--- src/rtl/tq_enq_responder_if.sv ---
// rtl/tq_enq_responder_if.sv - enqueue, task-queue write, slot free and response signals of tq_enq_responder
interface tq_enq_responder_if #(
    parameter int LOG_TQ_SIZE = 6,
    parameter int EPOCH_W     = 8,
    parameter int TASK_W      = 32,
    parameter int TSB_ID_W    = 6,
    parameter int TILE_W      = 4
);
    logic                   task_enq_valid;
    logic                   task_enq_ready;
    logic [TASK_W-1:0]      task_enq_data;
    logic                   task_enq_tied;
    logic [TSB_ID_W-1:0]    task_enq_tsb_id;
    logic [TILE_W-1:0]      task_enq_src_tile;

    logic                   tq_wvalid;
    logic                   tq_wready;
    logic [TASK_W-1:0]      tq_wdata;
    logic [LOG_TQ_SIZE-1:0] tq_wslot;

    logic                   tq_free_valid;
    logic [LOG_TQ_SIZE-1:0] tq_free_slot;

    logic                   task_resp_valid;
    logic                   task_resp_ready;
    logic                   task_resp_ack;
    logic [TSB_ID_W-1:0]    task_resp_tsb_id;
    logic [EPOCH_W-1:0]     task_resp_epoch;
    logic [LOG_TQ_SIZE-1:0] task_resp_tq_slot;
    logic [TILE_W-1:0]      task_resp_dest_tile;

    modport master (
        output task_enq_valid, task_enq_data, task_enq_tied, task_enq_tsb_id, task_enq_src_tile,
        output tq_wready, tq_free_valid, tq_free_slot, task_resp_ready,
        input  task_enq_ready, tq_wvalid, tq_wdata, tq_wslot,
        input  task_resp_valid, task_resp_ack, task_resp_tsb_id, task_resp_epoch,
        input  task_resp_tq_slot, task_resp_dest_tile
    );

    modport slave (
        input  task_enq_valid, task_enq_data, task_enq_tied, task_enq_tsb_id, task_enq_src_tile,
        input  tq_wready, tq_free_valid, tq_free_slot, task_resp_ready,
        output task_enq_ready, tq_wvalid, tq_wdata, tq_wslot,
        output task_resp_valid, task_resp_ack, task_resp_tsb_id, task_resp_epoch,
        output task_resp_tq_slot, task_resp_dest_tile
    );
endinterface

--- src/rtl/tq_enq_responder.sv ---
// rtl/tq_enq_responder.sv - task-queue slot allocator with per-slot epochs and tied ack/nack responses
// Optional macro TQ_UNTIED_RESERVE_EN keeps the last 4 free slots for untied tasks.
module tq_enq_responder #(
    parameter int LOG_TQ_SIZE = 6,
    parameter int EPOCH_W     = 8,
    parameter int TASK_W      = 32,
    parameter int TSB_ID_W    = 6,
    parameter int TILE_W      = 4
) (
    input  logic                 clk,
    input  logic                 rst,
    tq_enq_responder_if.slave    bus,
    output logic [LOG_TQ_SIZE:0] n_free,
    output logic                 empty
);
    localparam int TQ_SIZE = 1 << LOG_TQ_SIZE;
    localparam logic [LOG_TQ_SIZE:0] TQ_SIZE_V = (LOG_TQ_SIZE+1)'(TQ_SIZE);
`ifdef TQ_UNTIED_RESERVE_EN
    localparam logic [LOG_TQ_SIZE:0] TIED_RESERVE = (LOG_TQ_SIZE+1)'(4);
`else
    localparam logic [LOG_TQ_SIZE:0] TIED_RESERVE = '0;
`endif

    logic [TQ_SIZE-1:0]     alloc_bm;
    logic [EPOCH_W-1:0]     epoch [TQ_SIZE];
    logic [LOG_TQ_SIZE:0]   n_free_q;

    logic                   wvalid_q;
    logic [TASK_W-1:0]      wdata_q;
    logic [LOG_TQ_SIZE-1:0] wslot_q;
    logic                   rvalid_q;
    logic                   rack_q;
    logic [TSB_ID_W-1:0]    rtsb_q;
    logic [EPOCH_W-1:0]     repoch_q;
    logic [LOG_TQ_SIZE-1:0] rslot_q;
    logic [TILE_W-1:0]      rtile_q;

    logic                   free_found;
    logic [LOG_TQ_SIZE-1:0] free_idx;
    logic                   eligible;
    logic                   out_ok;
    logic                   accept;
    logic                   do_alloc;
    logic                   free_hit;

    // Descending scan so the lowest free index is the last one written.
    always_comb begin
        free_found = 1'b0;
        free_idx   = '0;
        for (int i = TQ_SIZE - 1; i >= 0; i--) begin
            if (!alloc_bm[i]) begin
                free_found = 1'b1;
                free_idx   = LOG_TQ_SIZE'(i);
            end
        end
    end

    assign eligible = bus.task_enq_tied ? (free_found && (n_free_q > TIED_RESERVE)) : free_found;
    assign out_ok   = (!wvalid_q || bus.tq_wready) && (!rvalid_q || bus.task_resp_ready);
    assign bus.task_enq_ready = !rst && out_ok && (eligible || bus.task_enq_tied);
    assign accept   = bus.task_enq_valid && bus.task_enq_ready;
    assign do_alloc = accept && eligible;
    // A freshly allocated slot was free before this edge, so it can never also be the freed slot.
    assign free_hit = bus.tq_free_valid && alloc_bm[bus.tq_free_slot];

    always_ff @(posedge clk or posedge rst) begin
        if (rst) begin
            alloc_bm <= '0;
            n_free_q <= TQ_SIZE_V;
            for (int i = 0; i < TQ_SIZE; i++) epoch[i] <= '0;
        end else begin
            if (do_alloc) alloc_bm[free_idx] <= 1'b1;
            if (free_hit) begin
                alloc_bm[bus.tq_free_slot] <= 1'b0;
                epoch[bus.tq_free_slot]    <= epoch[bus.tq_free_slot] + 1'b1;
            end
            n_free_q <= n_free_q + (LOG_TQ_SIZE+1)'(free_hit) - (LOG_TQ_SIZE+1)'(do_alloc);
        end
    end

    always_ff @(posedge clk or posedge rst) begin
        if (rst) begin
            wvalid_q <= 1'b0;
            wdata_q  <= '0;
            wslot_q  <= '0;
        end else if (do_alloc) begin
            wvalid_q <= 1'b1;
            wdata_q  <= bus.task_enq_data;
            wslot_q  <= free_idx;
        end else if (bus.tq_wready) begin
            wvalid_q <= 1'b0;
        end
    end

    always_ff @(posedge clk or posedge rst) begin
        if (rst) begin
            rvalid_q <= 1'b0;
            rack_q   <= 1'b0;
            rtsb_q   <= '0;
            repoch_q <= '0;
            rslot_q  <= '0;
            rtile_q  <= '0;
        end else if (accept && bus.task_enq_tied) begin
            rvalid_q <= 1'b1;
            rack_q   <= eligible;
            rtsb_q   <= bus.task_enq_tsb_id;
            repoch_q <= eligible ? epoch[free_idx] : '0;
            rslot_q  <= eligible ? free_idx : '0;
            rtile_q  <= bus.task_enq_src_tile;
        end else if (bus.task_resp_ready) begin
            rvalid_q <= 1'b0;
        end
    end

    assign bus.tq_wvalid           = wvalid_q;
    assign bus.tq_wdata            = wdata_q;
    assign bus.tq_wslot            = wslot_q;
    assign bus.task_resp_valid     = rvalid_q;
    assign bus.task_resp_ack       = rack_q;
    assign bus.task_resp_tsb_id    = rtsb_q;
    assign bus.task_resp_epoch     = repoch_q;
    assign bus.task_resp_tq_slot   = rslot_q;
    assign bus.task_resp_dest_tile = rtile_q;
    assign n_free = n_free_q;
    assign empty  = (n_free_q == TQ_SIZE_V);
endmodule

--- src/flat_wrapper.sv ---
// flat-port wrapper written by rule: the top's interface ports become plain ports
module tq_enq_responder_flat 
#(
    parameter int LOG_TQ_SIZE = 6,
    parameter int EPOCH_W     = 8,
    parameter int TASK_W      = 32,
    parameter int TSB_ID_W    = 6,
    parameter int TILE_W      = 4
)
  (clk, rst, n_free, empty, bus_task_enq_valid, bus_task_enq_data, bus_task_enq_tied, bus_task_enq_tsb_id, bus_task_enq_src_tile, bus_tq_wready, bus_tq_free_valid, bus_tq_free_slot, bus_task_resp_ready, bus_task_enq_ready, bus_tq_wvalid, bus_tq_wdata, bus_tq_wslot, bus_task_resp_valid, bus_task_resp_ack, bus_task_resp_tsb_id, bus_task_resp_epoch, bus_task_resp_tq_slot, bus_task_resp_dest_tile);
  tq_enq_responder_if #(.LOG_TQ_SIZE(LOG_TQ_SIZE), .EPOCH_W(EPOCH_W), .TASK_W(TASK_W), .TSB_ID_W(TSB_ID_W), .TILE_W(TILE_W)) bus_i ();
  input  logic clk;
  input  logic rst;
  output logic [LOG_TQ_SIZE:0] n_free;
  output logic empty;
  input wire logic [$bits(bus_i.task_enq_valid)-1:0] bus_task_enq_valid;
  input wire logic [$bits(bus_i.task_enq_data)-1:0] bus_task_enq_data;
  input wire logic [$bits(bus_i.task_enq_tied)-1:0] bus_task_enq_tied;
  input wire logic [$bits(bus_i.task_enq_tsb_id)-1:0] bus_task_enq_tsb_id;
  input wire logic [$bits(bus_i.task_enq_src_tile)-1:0] bus_task_enq_src_tile;
  input wire logic [$bits(bus_i.tq_wready)-1:0] bus_tq_wready;
  input wire logic [$bits(bus_i.tq_free_valid)-1:0] bus_tq_free_valid;
  input wire logic [$bits(bus_i.tq_free_slot)-1:0] bus_tq_free_slot;
  input wire logic [$bits(bus_i.task_resp_ready)-1:0] bus_task_resp_ready;
  output wire logic [$bits(bus_i.task_enq_ready)-1:0] bus_task_enq_ready;
  output wire logic [$bits(bus_i.tq_wvalid)-1:0] bus_tq_wvalid;
  output wire logic [$bits(bus_i.tq_wdata)-1:0] bus_tq_wdata;
  output wire logic [$bits(bus_i.tq_wslot)-1:0] bus_tq_wslot;
  output wire logic [$bits(bus_i.task_resp_valid)-1:0] bus_task_resp_valid;
  output wire logic [$bits(bus_i.task_resp_ack)-1:0] bus_task_resp_ack;
  output wire logic [$bits(bus_i.task_resp_tsb_id)-1:0] bus_task_resp_tsb_id;
  output wire logic [$bits(bus_i.task_resp_epoch)-1:0] bus_task_resp_epoch;
  output wire logic [$bits(bus_i.task_resp_tq_slot)-1:0] bus_task_resp_tq_slot;
  output wire logic [$bits(bus_i.task_resp_dest_tile)-1:0] bus_task_resp_dest_tile;
  assign bus_i.task_enq_valid = bus_task_enq_valid;
  assign bus_i.task_enq_data = bus_task_enq_data;
  assign bus_i.task_enq_tied = bus_task_enq_tied;
  assign bus_i.task_enq_tsb_id = bus_task_enq_tsb_id;
  assign bus_i.task_enq_src_tile = bus_task_enq_src_tile;
  assign bus_i.tq_wready = bus_tq_wready;
  assign bus_i.tq_free_valid = bus_tq_free_valid;
  assign bus_i.tq_free_slot = bus_tq_free_slot;
  assign bus_i.task_resp_ready = bus_task_resp_ready;
  assign bus_task_enq_ready = bus_i.task_enq_ready;
  assign bus_tq_wvalid = bus_i.tq_wvalid;
  assign bus_tq_wdata = bus_i.tq_wdata;
  assign bus_tq_wslot = bus_i.tq_wslot;
  assign bus_task_resp_valid = bus_i.task_resp_valid;
  assign bus_task_resp_ack = bus_i.task_resp_ack;
  assign bus_task_resp_tsb_id = bus_i.task_resp_tsb_id;
  assign bus_task_resp_epoch = bus_i.task_resp_epoch;
  assign bus_task_resp_tq_slot = bus_i.task_resp_tq_slot;
  assign bus_task_resp_dest_tile = bus_i.task_resp_dest_tile;
  tq_enq_responder #(.LOG_TQ_SIZE(LOG_TQ_SIZE), .EPOCH_W(EPOCH_W), .TASK_W(TASK_W), .TSB_ID_W(TSB_ID_W), .TILE_W(TILE_W)) u_core (.clk(clk), .rst(rst), .bus(bus_i), .n_free(n_free), .empty(empty));
endmodule
--- config.mk ---
export PLATFORM = sky130hd
export DESIGN_NAME = tq_enq_responder_flat
export DESIGN_NICKNAME = d
export VERILOG_FILES = /design/src/rtl/tq_enq_responder_if.sv /design/src/rtl/tq_enq_responder.sv /design/src/flat_wrapper.sv
export SDC_FILE = /design/constraint.sdc
export NUM_CORES = 2
export LEC_CHECK = 0
export BUFFER_PORTS_ARGS = -buffer_cell sky130_fd_sc_hd__buf_2
export CAP_MARGIN = 20
export CORE_AREA = 2 2 260 364
export DETAILED_ROUTE_END_ITERATION = 10
export DIE_AREA = 0 0 262 366
export SLEW_MARGIN = 15
export SYNTH_ARGS = -nofsm -noshare
export SYNTH_HDL_FRONTEND = slang
export SYNTH_SLANG_ARGS = --single-unit
--- constraint.sdc ---
create_clock -name clk -period 33.6 [get_ports clk]
set_clock_uncertainty 0.15 [all_clocks]
set_input_delay 6.72 -clock clk [delete_from_list [all_inputs] [get_ports clk]]
set_output_delay 6.72 -clock clk [all_outputs]
set_load 0.01 [all_outputs]
==> results_dict.tcl <==
set metrics [dict create \
    critPathKind "in -> out" \
    layout_common_cells "dfrtp_1, nand2_1, mux2_2, a22oi_1, o21ai_0" \
    final_cells 4548 \
    grt_max_degree 129 \
    post_cts_resized 0 \
    tightest_slew_ns 1.285 \
    ys_async_sr_fraction_pct 100.0 \
    relSlewSlack_pct 14.27 \
    ff2ff_setup_slack_ns 27.48 \
    post-place-ws_ns 19.08 \
    path_delay_family "compound AO/OA/AOI/OAI gates" \
    synth_edf_count 0 \
    cts-root-buf "clkbuf_16" \
    finalSetupTns_ns 0 \
    achievable-frequency_mhz 68.86 \
    crit_buf_inv 3 \
    clock_latency_ns 0.69 \
    fp.dieW_um 262 \
    core_mm2 0.09249 \
    clock_sinks 648 \
    crit_chain "buf_2 -> inv_1 -> a221oi_1 -> o31a_1 -> buf_2" \
    cts_tree "done" \
    worstPathArrival_ns 7.65 \
    dr_total_vias 30110 \
    whs_ns 0.3178 \
    ir_drop_mv 0.04914 \
    crit_path_end_kind "primary output" \
    final_antenna_net_count 0 \
    post_cts_buffers 0 \
    hold_violations 0 \
    slew_violations 0 \
    start_util_pct 34.79 \
    area_growth_pct 13.82 \
    setup_ws_ns 19.08 \
    ys_seq_area_share_pct 50.40 \
    nNetsFinal 3352 \
    yosysUniqueCellTypes 77 \
    p_leak_nw 16.46 \
    die_h_um 366 \
    grt_pass1_vias 28310 \
    syn_nets 3281 \
    syn_inst 3215 \
    period_minus_slack_ns 14.52 \
    die_area_mm2 0.09589 \
    grt_pass1_wl_um 207000 \
    max_stage_delay_ns 0.47 \
    track_usage_pct 29.90 \
    setup-violations-final 0 \
    drt-initial-drc-count 4949 \
    portBuffers 128 \
    gp_congestion 1.013 \
    cts_made_buffers 60 \
    cts_max_level 2 \
    io_pins 129 \
    grt_overflow 0 \
    final_common_cell "dfrtp_1" \
    rows 132 \
    synth_ff_type "dfrtp_1" \
    routed_wirelength_um 146600 \
    worst-path-max-fanout 3 \
    drc 0 \
    crit_required_ns 26.73 \
    crit_path_start_kind "input pin" \
    path_clk_slew_ns 0.06 \
    ctsHoldBuffers 0 \
    first_pass_iters 8 \
    syn_area_per_cell_um2 10.01 \
    period_share_pct 43.22 \
    p_per_area_mw_per_mm2 70.38 \
    fin_util_pct 39.59 \
    yosys_warnings 0 \
    slowest_stage "a221oi_1" \
    synth_seq_cells 648 \
    hold_path.class "reg -> reg" \
    netlist_area_mm2 0.03217 \
    layout-drive-gt1-share_pct 21.70 \
    dp_hpwl_um 92450 \
    max_cap_viol_count 0 \
    cts.path.max_buffers 3 \
    antenna_found_initial 16 \
    status "complete, no violations" \
    rsz0062_at_grt "false" \
    routedWlPerCell_um 32.24 \
    via_per_inst 6.620 \
    placed_cells_incl_taps 4422 \
    crit_top_cell "buf_2" \
]
## logic make-up after synthesis
logic type      Yosys count  synth area share (%)
xor+xnor                 12                0.3267
simple gates            954                 12.78
flops                   648                 50.40
fa+ha+maj                11                0.4511
buf+inv                 289                 3.512
mux                     363                 12.66
compound gates          938                 19.87
## power breakdown
part	internal [mW]	switching, mW	leakage [nW]	total (mW)
Clock	0.416	0.327	1.02	0.743
Sequential	0.811	0.0311	8.90	0.843
Combinational	0.266	0.726	6.54	0.992
Total	1.49	1.08	16.5	2.58
## flip-flops by register name, summed over array words and instances (netlist names)
name                            cells
u_core.bus.tq_wdata                32
u_core.alloc_bm                    64
u_core.bus.task_resp_tq_slot        6
u_core.bus.task_resp_tsb_id         6
u_core.bus.tq_wvalid                1
u_core.bus.task_resp_valid          1
u_core.n_free                       7
u_core.epoch                      512
u_core.bus.tq_wslot                 6
u_core.bus.task_resp_ack            1
u_core.bus.task_resp_dest_tile      4
u_core.bus.task_resp_epoch          8
## Yosys cell counts (all sizes together), types with 7 or more instances
master	number	area (µm²)
a211oi	18	135.1
a21o	8	60.06
a21oi	95	475.5
a221oi	43	376.6
a22o	45	394.1
a22oi	177	1329
a31oi	67	419.2
and2	7	43.79
and3	11	68.82
buf	55	250.2
clkbuf	152	571.8
clkinv	49	183.9
dfrtp	647	16190
ha	10	125.1
inv	33	123.9
mux2	352	3964
mux2i	11	110.1
nand2	572	2147
nand2b	8	50.05
nand3	35	175.2
nand4	40	250.2
nor2	163	611.8
nor3	36	185.2
nor4	36	225.2
o211ai	7	52.55
o21a	13	97.59
o21ai	177	885.9
o221ai	46	402.9
o22a	13	113.9
o22ai	152	950.9
or4	7	52.55
xor2	7	61.31
## worst paths after layout
path	cells past startpoint	to	startpoint
setup / recovery	5	bus_task_enq_ready	bus_tq_wready
min in group asynchronous	2	u_core.n_free[2]	rst
max in group asynchronous	5	u_core.epoch[331]	rst
hold reg to reg	2	u_core.bus.tq_wdata[6]	u_core.bus.tq_wdata[6]
hold / removal	2	u_core.bus.tq_wdata[6]	u_core.bus.tq_wdata[6]
setup reg to reg	13	u_core.bus.task_resp_epoch[7]	u_core.alloc_bm[53]
## tightest hold or removal path: stages, from the launching register on
cell and delay [ns]:
dfrtp_1 0.34, nand2_1 0.05, nand2_1 0.05
## area by class of cell
| type | count | area (µm²) |
|---|---|---|
| Antenna cell | 5 | 12.51 |
| Clock inverter | 26 | 355.3 |
| Sequential cell | 648 | 16220 |
| Tap cell | 1206 | 1509 |
| Fill cell | 9122 | 55870 |
| Multi-Input combinational cell | 2278 | 15120 |
| Clock buffer | 87 | 1713 |
| Timing Repair Buffer | 216 | 1376 |
| Inverter | 82 | 315.3 |
## metrics by stage
step,power [mW],instance area [µm²]
after global placement,1.768,34420
after detailed placement,1.773,34420
after floorplan,1.317,32170
after global routing,2.613,36610
after CTS,2.509,36490
final,2.577,36620
## per-layer routing
metal	GRT usage (%)	wire (µm)	up-vias
met4	23.32	14550	14
met3	9.534	18250	775
li1	-	-	12100
met2	44.51	63160	2465
met1	35.46	50530	14750
met5	0	138	-
Power figures use the tool's default switching activity.
